$ cat src/rtl/rr_ring_arbiter_pkg.sv
// Shared types and constants for the round-robin ring arbiter.
// Latency: n/a (declarations only).
// Backpressure: n/a.
//
// Contents: FSM state encoding, width of the binary owner index.
package rr_ring_arbiter_pkg;

  // Binary owner index width; N is capped at 16 so 4 bits always suffice.
  localparam int IDX_W = 4;
  localparam int N_MAX = 16;

  typedef enum logic {
    ST_IDLE = 1'b0,
    ST_BUSY = 1'b1
  } state_e;

endpackage

$ cat src/rtl/rr_ring_arbiter_if.sv
// Bundle of request/grant signals between requesters and the arbiter.
// Latency: n/a (wires only).
// Backpressure: n/a; requesters hold req until done, the arbiter answers with grant.
//
// master : requester side (drives en/req, observes grant/ptr)
// slave  : arbiter side (consumes en/req, drives grant/grant_vld/grant_idx/ptr)
interface rr_ring_arbiter_if #(
  parameter int N = 8
) ();
  import rr_ring_arbiter_pkg::*;

  logic             en;
  logic [N-1:0]     req;
  logic [N-1:0]     grant;
  logic             grant_vld;
  logic [IDX_W-1:0] grant_idx;
  logic [N-1:0]     ptr;

  modport master (
    output en, req,
    input  grant, grant_vld, grant_idx, ptr
  );

  modport slave (
    input  en, req,
    output grant, grant_vld, grant_idx, ptr
  );
endinterface

$ cat src/rtl/rr_ring_arbiter_pick.sv
// Round-robin pick: first set req bit at or above the one-hot ptr, wrapping.
// Latency: combinational, 0 cycles.
// Backpressure: none; pure function of req_i and ptr_i.
//
// req_i        : request vector
// ptr_i        : one-hot priority pointer (search starts here)
// winner_o     : one-hot winner, zero when no request
// winner_idx_o : binary winner index, zero when no request
// any_o        : at least one request present
module rr_pick
  import rr_ring_arbiter_pkg::*;
#(
  parameter int N = 8
) (
  input  logic [N-1:0]     req_i,
  input  logic [N-1:0]     ptr_i,
  output logic [N-1:0]     winner_o,
  output logic [IDX_W-1:0] winner_idx_o,
  output logic             any_o
);

  // Lower copy keeps only bits at/above ptr (ptr-1 is the mask of bits below
  // a one-hot ptr); upper copy supplies the wrapped-around candidates.
  logic [2*N-1:0] dbl;
  assign dbl = {req_i, req_i & ~(ptr_i - N'(1))};

  always_comb begin
    winner_o     = '0;
    winner_idx_o = '0;
    any_o        = 1'b0;
    for (int i = 0; i < 2 * N; i++) begin
      if (!any_o && dbl[i]) begin
        any_o        = 1'b1;
        winner_idx_o = IDX_W'(i % N);
        winner_o     = N'(1) << (i % N);
      end
    end
  end

endmodule

$ cat src/rtl/rr_ring_arbiter.sv
// Round-robin arbiter with a one-hot rotating pointer and optional tenure limit.
// Latency: 1 clock from req to grant; hand-off to the next owner has no bubble.
// Backpressure: owner keeps grant while requesting; en=0 blocks new grants only.
//
// clk  : rising-edge clock
// rst  : asynchronous active-low reset
// bus  : slave side of rr_ring_arbiter_if (en, req in; grant, grant_vld, grant_idx, ptr out)
// N must be 2..16; MAX_HOLD=0 means unlimited tenure.
module rr_ring_arbiter
  import rr_ring_arbiter_pkg::*;
#(
  parameter int N        = 8,
  parameter int CW       = 8,
  parameter int MAX_HOLD = 0
) (
  input  logic             clk,
  input  logic             rst,
  rr_ring_arbiter_if.slave bus
);

  localparam logic [CW-1:0] CNT_MAX   = {CW{1'b1}};
  localparam logic [CW-1:0] HOLD_LAST = CW'((MAX_HOLD == 0) ? 0 : MAX_HOLD - 1);

  state_e           state_q, state_d;
  logic [N-1:0]     grant_q, grant_d;
  logic [IDX_W-1:0] idx_q,   idx_d;
  logic [N-1:0]     ptr_q,   ptr_d;
  logic [CW-1:0]    cnt_q,   cnt_d;

  logic             busy;
  logic             owner_req;
  logic             release_w;
  logic             expire_w;
  logic             handoff;
  logic [N-1:0]     ptr_rot;
  logic [N-1:0]     pick_ptr;
  logic [N-1:0]     pick_req;
  logic [N-1:0]     win;
  logic [IDX_W-1:0] win_idx;
  logic             win_any;

  assign busy      = (state_q == ST_BUSY);
  assign owner_req = |(bus.req & grant_q);
  assign release_w = busy && !owner_req;
  assign expire_w  = busy && (MAX_HOLD != 0) && (cnt_q == HOLD_LAST);
  assign handoff   = release_w || expire_w;

  // Owner is one-hot in grant_q, so rotating it left gives onehot((o+1) mod N).
  assign ptr_rot  = {grant_q[N-2:0], grant_q[N-1]};

  // On hand-off the pick must already see the rotated pointer and must not
  // re-select the outgoing owner (it may still be requesting on expiry).
  assign pick_ptr = handoff ? ptr_rot : ptr_q;
  assign pick_req = busy ? (bus.req & ~grant_q) : bus.req;

  rr_pick #(
    .N (N)
  ) u_pick (
    .req_i        (pick_req),
    .ptr_i        (pick_ptr),
    .winner_o     (win),
    .winner_idx_o (win_idx),
    .any_o        (win_any)
  );

  always_ff @(posedge clk or negedge rst) begin
    if (!rst) begin
      state_q <= ST_IDLE;
      grant_q <= '0;
      idx_q   <= '0;
      ptr_q   <= N'(1);
      cnt_q   <= '0;
    end else begin
      state_q <= state_d;
      grant_q <= grant_d;
      idx_q   <= idx_d;
      ptr_q   <= ptr_d;
      cnt_q   <= cnt_d;
    end
  end

  always_comb begin
    state_d = state_q;
    grant_d = grant_q;
    idx_d   = idx_q;
    ptr_d   = ptr_q;
    cnt_d   = cnt_q;
    case (state_q)
      ST_IDLE: begin
        if (bus.en && win_any) begin
          state_d = ST_BUSY;
          grant_d = win;
          idx_d   = win_idx;
          cnt_d   = '0;
        end
      end
      ST_BUSY: begin
        if (!handoff) begin
          cnt_d = (cnt_q == CNT_MAX) ? cnt_q : cnt_q + CW'(1);
        end else begin
          ptr_d = ptr_rot;
          if (bus.en && win_any) begin
            grant_d = win;
            idx_d   = win_idx;
            cnt_d   = '0;
          end else if (bus.en && !release_w) begin
            // Expiry with nobody else waiting: owner keeps the grant.
            cnt_d = '0;
          end else begin
            state_d = ST_IDLE;
            grant_d = '0;
            idx_d   = '0;
            cnt_d   = '0;
          end
        end
      end
      default: begin
        state_d = ST_IDLE;
        grant_d = '0;
        idx_d   = '0;
        cnt_d   = '0;
      end
    endcase
  end

  assign bus.grant     = grant_q;
  assign bus.grant_vld = |grant_q;
  assign bus.grant_idx = idx_q;
  assign bus.ptr       = ptr_q;

endmodule

$ cat src/flat_wrapper.sv
// flat-port wrapper written by rule: the top's interface ports become plain ports
module rr_ring_arbiter_flat import rr_ring_arbiter_pkg::*;
#(
  parameter int N        = 8,
  parameter int CW       = 8,
  parameter int MAX_HOLD = 0
)
  (clk, rst, bus_en, bus_req, bus_grant, bus_grant_vld, bus_grant_idx, bus_ptr);
  rr_ring_arbiter_if #(.N(N)) bus_i ();
  input  logic clk;
  input  logic rst;
  input wire logic [$bits(bus_i.en)-1:0] bus_en;
  input wire logic [$bits(bus_i.req)-1:0] bus_req;
  output wire logic [$bits(bus_i.grant)-1:0] bus_grant;
  output wire logic [$bits(bus_i.grant_vld)-1:0] bus_grant_vld;
  output wire logic [$bits(bus_i.grant_idx)-1:0] bus_grant_idx;
  output wire logic [$bits(bus_i.ptr)-1:0] bus_ptr;
  assign bus_i.en = bus_en;
  assign bus_i.req = bus_req;
  assign bus_grant = bus_i.grant;
  assign bus_grant_vld = bus_i.grant_vld;
  assign bus_grant_idx = bus_i.grant_idx;
  assign bus_ptr = bus_i.ptr;
  rr_ring_arbiter #(.N(N), .CW(CW), .MAX_HOLD(MAX_HOLD)) u_core (.clk(clk), .rst(rst), .bus(bus_i));
endmodule
$ cat config.mk
export PLATFORM = sky130hd
export DESIGN_NAME = rr_ring_arbiter_flat
export DESIGN_NICKNAME = d
export VERILOG_FILES = /design/src/rtl/rr_ring_arbiter_pkg.sv /design/src/rtl/rr_ring_arbiter_if.sv /design/src/rtl/rr_ring_arbiter_pick.sv /design/src/rtl/rr_ring_arbiter.sv /design/src/flat_wrapper.sv
export SDC_FILE = /design/constraint.sdc
export NUM_CORES = 1
export LEC_CHECK = 0
export ABC_AREA = 1
export CAP_MARGIN = 10
export CORE_MARGIN = 2
export CORE_UTILIZATION = 41
export CTS_CLUSTER_DIAMETER = 50
export DETAILED_ROUTE_END_ITERATION = 10
export PLACE_DENSITY = 0.77
export REMOVE_ABC_BUFFERS = 1
export SLEW_MARGIN = 15
export SYNTH_ARGS = -nofsm -noshare
export SYNTH_HDL_FRONTEND = slang
export SYNTH_SLANG_ARGS = --single-unit
$ cat constraint.sdc
create_clock -name clk -period 3 [get_ports clk]
set_input_delay 0.6 -clock clk [delete_from_list [all_inputs] [get_ports clk]]
set_output_delay 0.6 -clock clk [all_outputs]
set_load 0.05 [all_outputs]
Yosys cells after proc, flatten, opt, wreduce, memory -nomap -nowiden
Index checks and enable logic that the tools add are counted.

Register bits: 21. Bits of input ports: 11. Output and inout port bits: 21. Logic and storage cells: 116.

$add $sub $neg: 1. Equality and inequality tests: 3. Muxes and demuxes: 64. Bitwise operators: 6. Reductions and logical operators: 38.

Operator list (number): $mux W8 (20); $mux W4 (18); $and A8 B8 Y8 (3); $mux W1 (22); $logic_and A1 B1 Y1 (18); $logic_not A1 Y1 (17); $not A8 Y8 (2); $pmux W8 S2 (1); $reduce_or A8 Y1 (2); $pmux W4 S2 (1); $sub A8 B1 Y8 const B (1); $ne A3 B3 Y1 const B (1); $reduce_and A3 Y1 (1); $mux W2 (1); $ne A2 B1 Y1 const B (1); $ne A2 B2 Y1 const B (1); $pmux W1 S2 (1); $not A1 Y1 (1).

Longest topological paths before layout
Depth in word-level cells: 58. Depth in mapped cells: 24. Mapped depth without buffers: 24.

Hierarchy
From an unflattened synthesis, not the netlist that was laid out.

Cell total of the unflattened synthesis: 262. Area, all modules: 1819.2 um^2.

Modules (own cells, without submodules): rr_ring_arbiter (instances 1, cells an instance 151, area each 1222.4 um^2, seq. area each 526.8 um^2); rr_pick (instances 1, cells an instance 111, area each 596.8 um^2, seq. area each 0.0 um^2).

Worst setup path before layout
Ideal clock, no wire load.

Kind: register -> register. Start point: register u_core.grant_q[2] (netlist: u_core.bus.grant[2]). End point: register u_core.grant_q[0] (netlist: u_core.bus.grant[0]). Library setup time: 0.067 ns. Arrival: 3.110 ns. Required time: 2.933 ns. Path slack: -0.178 ns. Stages on the path, launching flop included: 24. Path buffers: 1. Period minus slack after synthesis: 3.178 ns. Path through: dfrtp_1 > nand2_1 > nand2_1 > nor2_4 > nand3_4 > o21ai_2 > inv_2 > ha_1 > inv_1 > nor2_1 > a21oi_1 > nand2_1 > inv_1 > nand3_2 > nor2_4 > nand4_4 > nor2_4 > nand4_2 > nor2_4 > nand3_2 > nand3_2 > buf_6 > nand3_1 > nand2_1.

Word-level cells in the longest chain between the ends: 58. Elaborated cells between the ends (all ways): 84. Those cells by class: add/sub: 1; eq/ne: 3; mux: 38; bitwise: 5; reduce/logical: 37.

RTL lines: start, declared (line rr_ring_arbiter.sv:25) `logic [N-1:0] grant_q, grant_d;`; start signal, assigned (line rr_ring_arbiter.sv:75) `grant_q <= grant_d;`; $and A8 B8 Y8 (line rr_ring_arbiter.sv:43) `assign owner_req = |(bus.req & grant_q);`; $reduce_or A8 Y1 (line rr_ring_arbiter.sv:43); $logic_not A1 Y1 (line rr_ring_arbiter.sv:44) `assign release_w = busy && !owner_req;`; $logic_and A1 B1 Y1 (line rr_ring_arbiter.sv:44); $mux W8; $sub A8 B1 Y8 (line rr_ring_arbiter_pick.sv:25) `assign dbl = {req_i, req_i & ~(ptr_i - N'(1))};`; $not A8 Y8 (line rr_ring_arbiter_pick.sv:25); $and A8 B8 Y8 (line rr_ring_arbiter_pick.sv:25); (+42 left out); $mux W1 (line rr_ring_arbiter_pick.sv:32) `if (!any_o && dbl[i]) begin`; $logic_not A1 Y1 (line rr_ring_arbiter_pick.sv:32); $logic_and A1 B1 Y1 (line rr_ring_arbiter_pick.sv:32); $mux W1 (line rr_ring_arbiter_pick.sv:32); $logic_and A1 B1 Y1 (line rr_ring_arbiter.sv:90, rr_ring_arbiter.sv:102); $mux W8 (line rr_ring_arbiter.sv:102) `if (bus.en && win_any) begin`; $mux W8 (line rr_ring_arbiter.sv:98) `if (!handoff) begin`; $pmux W8 S2 (line rr_ring_arbiter.sv:88) `case (state_q)`.

Parallel ways exist; a longest one is shown, timed or not. The select of a mux whose other input is x is not followed. A chain may end at the register's enable or synchronous reset.

Worst setup path in the final report
Start point: input port bus_req[4]. End point: register u_core.grant_q[4] (netlist: u_core.bus.grant[4]).

Word-level cells in the longest chain between the ends: 58. Elaborated cells between the ends (all ways): 80. Those cells by class: add/sub: 1; eq/ne: 3; mux: 35; bitwise: 4; reduce/logical: 37.

RTL lines: start, declared (line flat_wrapper.sv:13) `input wire logic [$bits(bus_i.req)-1:0] bus_req;`; $and A8 B8 Y8 (line rr_ring_arbiter.sv:43); $reduce_or A8 Y1 (line rr_ring_arbiter.sv:43); $logic_not A1 Y1 (line rr_ring_arbiter.sv:44); $logic_and A1 B1 Y1 (line rr_ring_arbiter.sv:44); $mux W8; $sub A8 B1 Y8 (line rr_ring_arbiter_pick.sv:25); $not A8 Y8 (line rr_ring_arbiter_pick.sv:25); $and A8 B8 Y8 (line rr_ring_arbiter_pick.sv:25); (+42 left out); $mux W1 (line rr_ring_arbiter_pick.sv:32); $logic_not A1 Y1 (line rr_ring_arbiter_pick.sv:32); $logic_and A1 B1 Y1 (line rr_ring_arbiter_pick.sv:32); $mux W1 (line rr_ring_arbiter_pick.sv:32); $logic_and A1 B1 Y1 (line rr_ring_arbiter.sv:90, rr_ring_arbiter.sv:102); $mux W8 (line rr_ring_arbiter.sv:102); $mux W8 (line rr_ring_arbiter.sv:98); $pmux W8 S2 (line rr_ring_arbiter.sv:88).

Parallel ways exist; a longest one is shown, timed or not. The select of a mux whose other input is x is not followed.

==> results.json <==
{
  "wl_um": 5850,
  "netlist_instances": 214,
  "cp-end-kind": "flip-flop",
  "post-route-period-util_pct": 101,
  "drive_above_1_share_pct": 45.3,
  "nNetsFinal": 322,
  "final.fill_count": 247,
  "boundaryPins": 32,
  "hold-path-cell-count": 2,
  "cts_hold_buf": 0,
  "gr-total-overflow": 0,
  "grt_pass1_wl_um": 8940,
  "slew_violations": 0,
  "route.antenna.remaining_nets": 0,
  "clk_latency_ps": 270,
  "criticalPathCategory": "in2reg",
  "setup_ws_ps": -42.0,
  "dr.pass1.iters": 5,
  "hpwl_um": 3560,
  "status": "finished, violations left",
  "grt_max_degree": 21,
  "cap_viol_max_count": 0,
  "synth.distinct_cells": 32,
  "rsz0062_at_grt": "yes",
  "hold_viol_final": 0,
  "slew_headroom_pct": 35.7,
  "failed_checks": "setup timing",
  "reg2reg_depth": 23,
  "hp-class": "reg2reg",
  "setup_viol": 10,
  "cts_buffer_depth": 2,
  "crit_required_ps": 3210,
  "clk_pin_slew_worst_paths_ps": 80,
  "yosysSeqAreaShare_pct": 33.2,
  "fmax_mhz": 329,
  "hold-worst-slack_ps": 528,
  "cts_root_buf": "clkbuf_8",
  "dieArea_mm2": 0.00419,
  "rows": 22,
  "routed_via_density": 5.50,
  "chipHeight_um": 64.7,
  "htree_levels": 1,
  "cp-start-kind": "primary input",
  "final_common_cell": "buf_4",
  "io_buffers": 30,
  "design.core.area_mm2": 0.00361,
  "drt_iter0_markers": 229,
  "synth_seq_cells": 20,
  "wire_per_inst_um": 16.4,
  "most-common-layout-cells": "62 x buf_4, 55 x nand2_1, 22 x clkdlybuf4s50_1",
  "syn2layout_area_growth_pct": 71.0,
  "clock-sinks": 20,
  "period_needed_ps": 3040,
  "die_x_um": 64.7,
  "drcViolationCount": 0,
  "cts_made_buffers": 3,
  "fin_skew_ps": 3.78,
  "cts_tree": "built",
  "grt_util_all_layers_pct": 27.9,
  "antenna_cells": 0,
  "avgSynthCellArea_um2": 7.07,
  "worst_pin_slew_ps": 961,
  "worstPathArrival_ps": 3250,
  "grt_antenna_before_repair": 0,
  "critPathMaxFanout": 6,
  "vias": 1963,
  "yosys_warnings": 0,
  "grt_pass1_vias": 1899,
  "initial_core_util_pct": 42.0,
  "place_congestion": 0.941,
  "synth.cell_area_mm2": 0.00151
}
==> synthesized netlist by cell type, drive strengths merged <==
cell type,n,area share [%]
nor3,2,0.66
conb,1,0.25
o211ai,1,0.50
nand2,73,19
o21ai,15,5.5
dfrtp,19,31
nand4,12,6.4
nand3,31,13
buf,4,2.3
a21o,1,0.50
clkbuf,1,0.25
nor4,3,1.2
nor2,18,7.6
dfstp,1,1.7
a21oi,2,0.66
a21boi,1,0.50
nand3b,1,0.50
inv,27,6.7
ha,1,0.83
==> what timing repair did <==
item,in CTS,in global routing
setup buffers,14,10
resized for setup,60,27
endpoints found under the setup margin,12,12
pin swaps,29,25
==> critical path, cell delays in order <==
cell     delay, ps
buf_6           90
nand2_2         60
nand2_2         70
nor2_4         170
nand3_4        130
o21ai_4        170
inv_2           70
ha_4           240
inv_4           50
nor2_4          30
a21oi_2        130
nand2_1        100
inv_2           90
nand3_4         80
nor2_4         120
nand4_4        100
nor2_4         140
nand4_4         90
nor2_4         180
nand3_4        110
nand3_4        120
buf_6          150
nand3_2         70
nand2_1         70
==> state kept, by name, summed over array words and instances (netlist names) <==
signal	cells
u_core.bus.grant	8
u_core.bus.grant_idx	3
u_core.bus.ptr	8
u_core.busy	1
==> logic make-up (layout without fill, tap and decap cells) <==
family | count (synthesis) | after routing | share of synthesized area, %
simple gates | 140 | 140 | 48.9
compound gates | 20 | 20 | 7.61
flops | 20 | 20 | 33.2
buf+inv | 32 | 127 | 9.26
fa+ha+maj | 1 | 1 | 0.827
other cells | 1 | 1 | 0.248
==> worst paths after layout <==
kind                                          from                      end  slack [ps]
max                                     bus_req[4]      u_core.bus.grant[4]         -40
max in group asynchronous                      rst  u_core.bus.grant_idx[0]        1560
max reg2reg                    u_core.bus.grant[4]      u_core.bus.grant[4]         -30
min reg2reg                u_core.bus.grant_idx[0]  u_core.bus.grant_idx[0]         530
min in group asynchronous                      rst        u_core.bus.ptr[3]         860
min                        u_core.bus.grant_idx[0]  u_core.bus.grant_idx[0]         530
==> metal layers <==
layer	GRT usage (%)	wire (µm)	up-vias
met3	5.03	382	30
met4	14.6	315	0
li1	-	-	895
met2	48.8	2920	118
met5	0	0	-
met1	32.2	2230	920
==> metrics by stage <==
stage               setup slack (ps)  utilization (%)  setup TNS [ps]  instance area (µm²)  instances
finish                         -42.0             71.7            -188                 2590        357
global route                    -194             71.7           -2120                 2590        357
CTS                             21.8             66.3               0                 2390        347
detailed placement              -672             59.6           -7790                 2150        329
global placement                -614             59.6           -7190                 2150        329
floorplan                       -392                -           -3900                 1470        209
==> layout make-up <==
cell class / instances / area [µm²] / area share (%)
Clock inverter: 1 / 30.0 / 1.16
Inverter: 27 / 104 / 4.02
Timing Repair Buffer: 96 / 802 / 31.0
Clock buffer: 3 / 41.3 / 1.60
Tap cell: 48 / 60.1 / 2.32
Multi-Input combinational cell: 162 / 1050 / 40.5
Sequential cell: 20 / 502 / 19.4
Power is not shown: default switching activity piles up to over one toggle a cycle in this logic, so the estimate is an artifact.
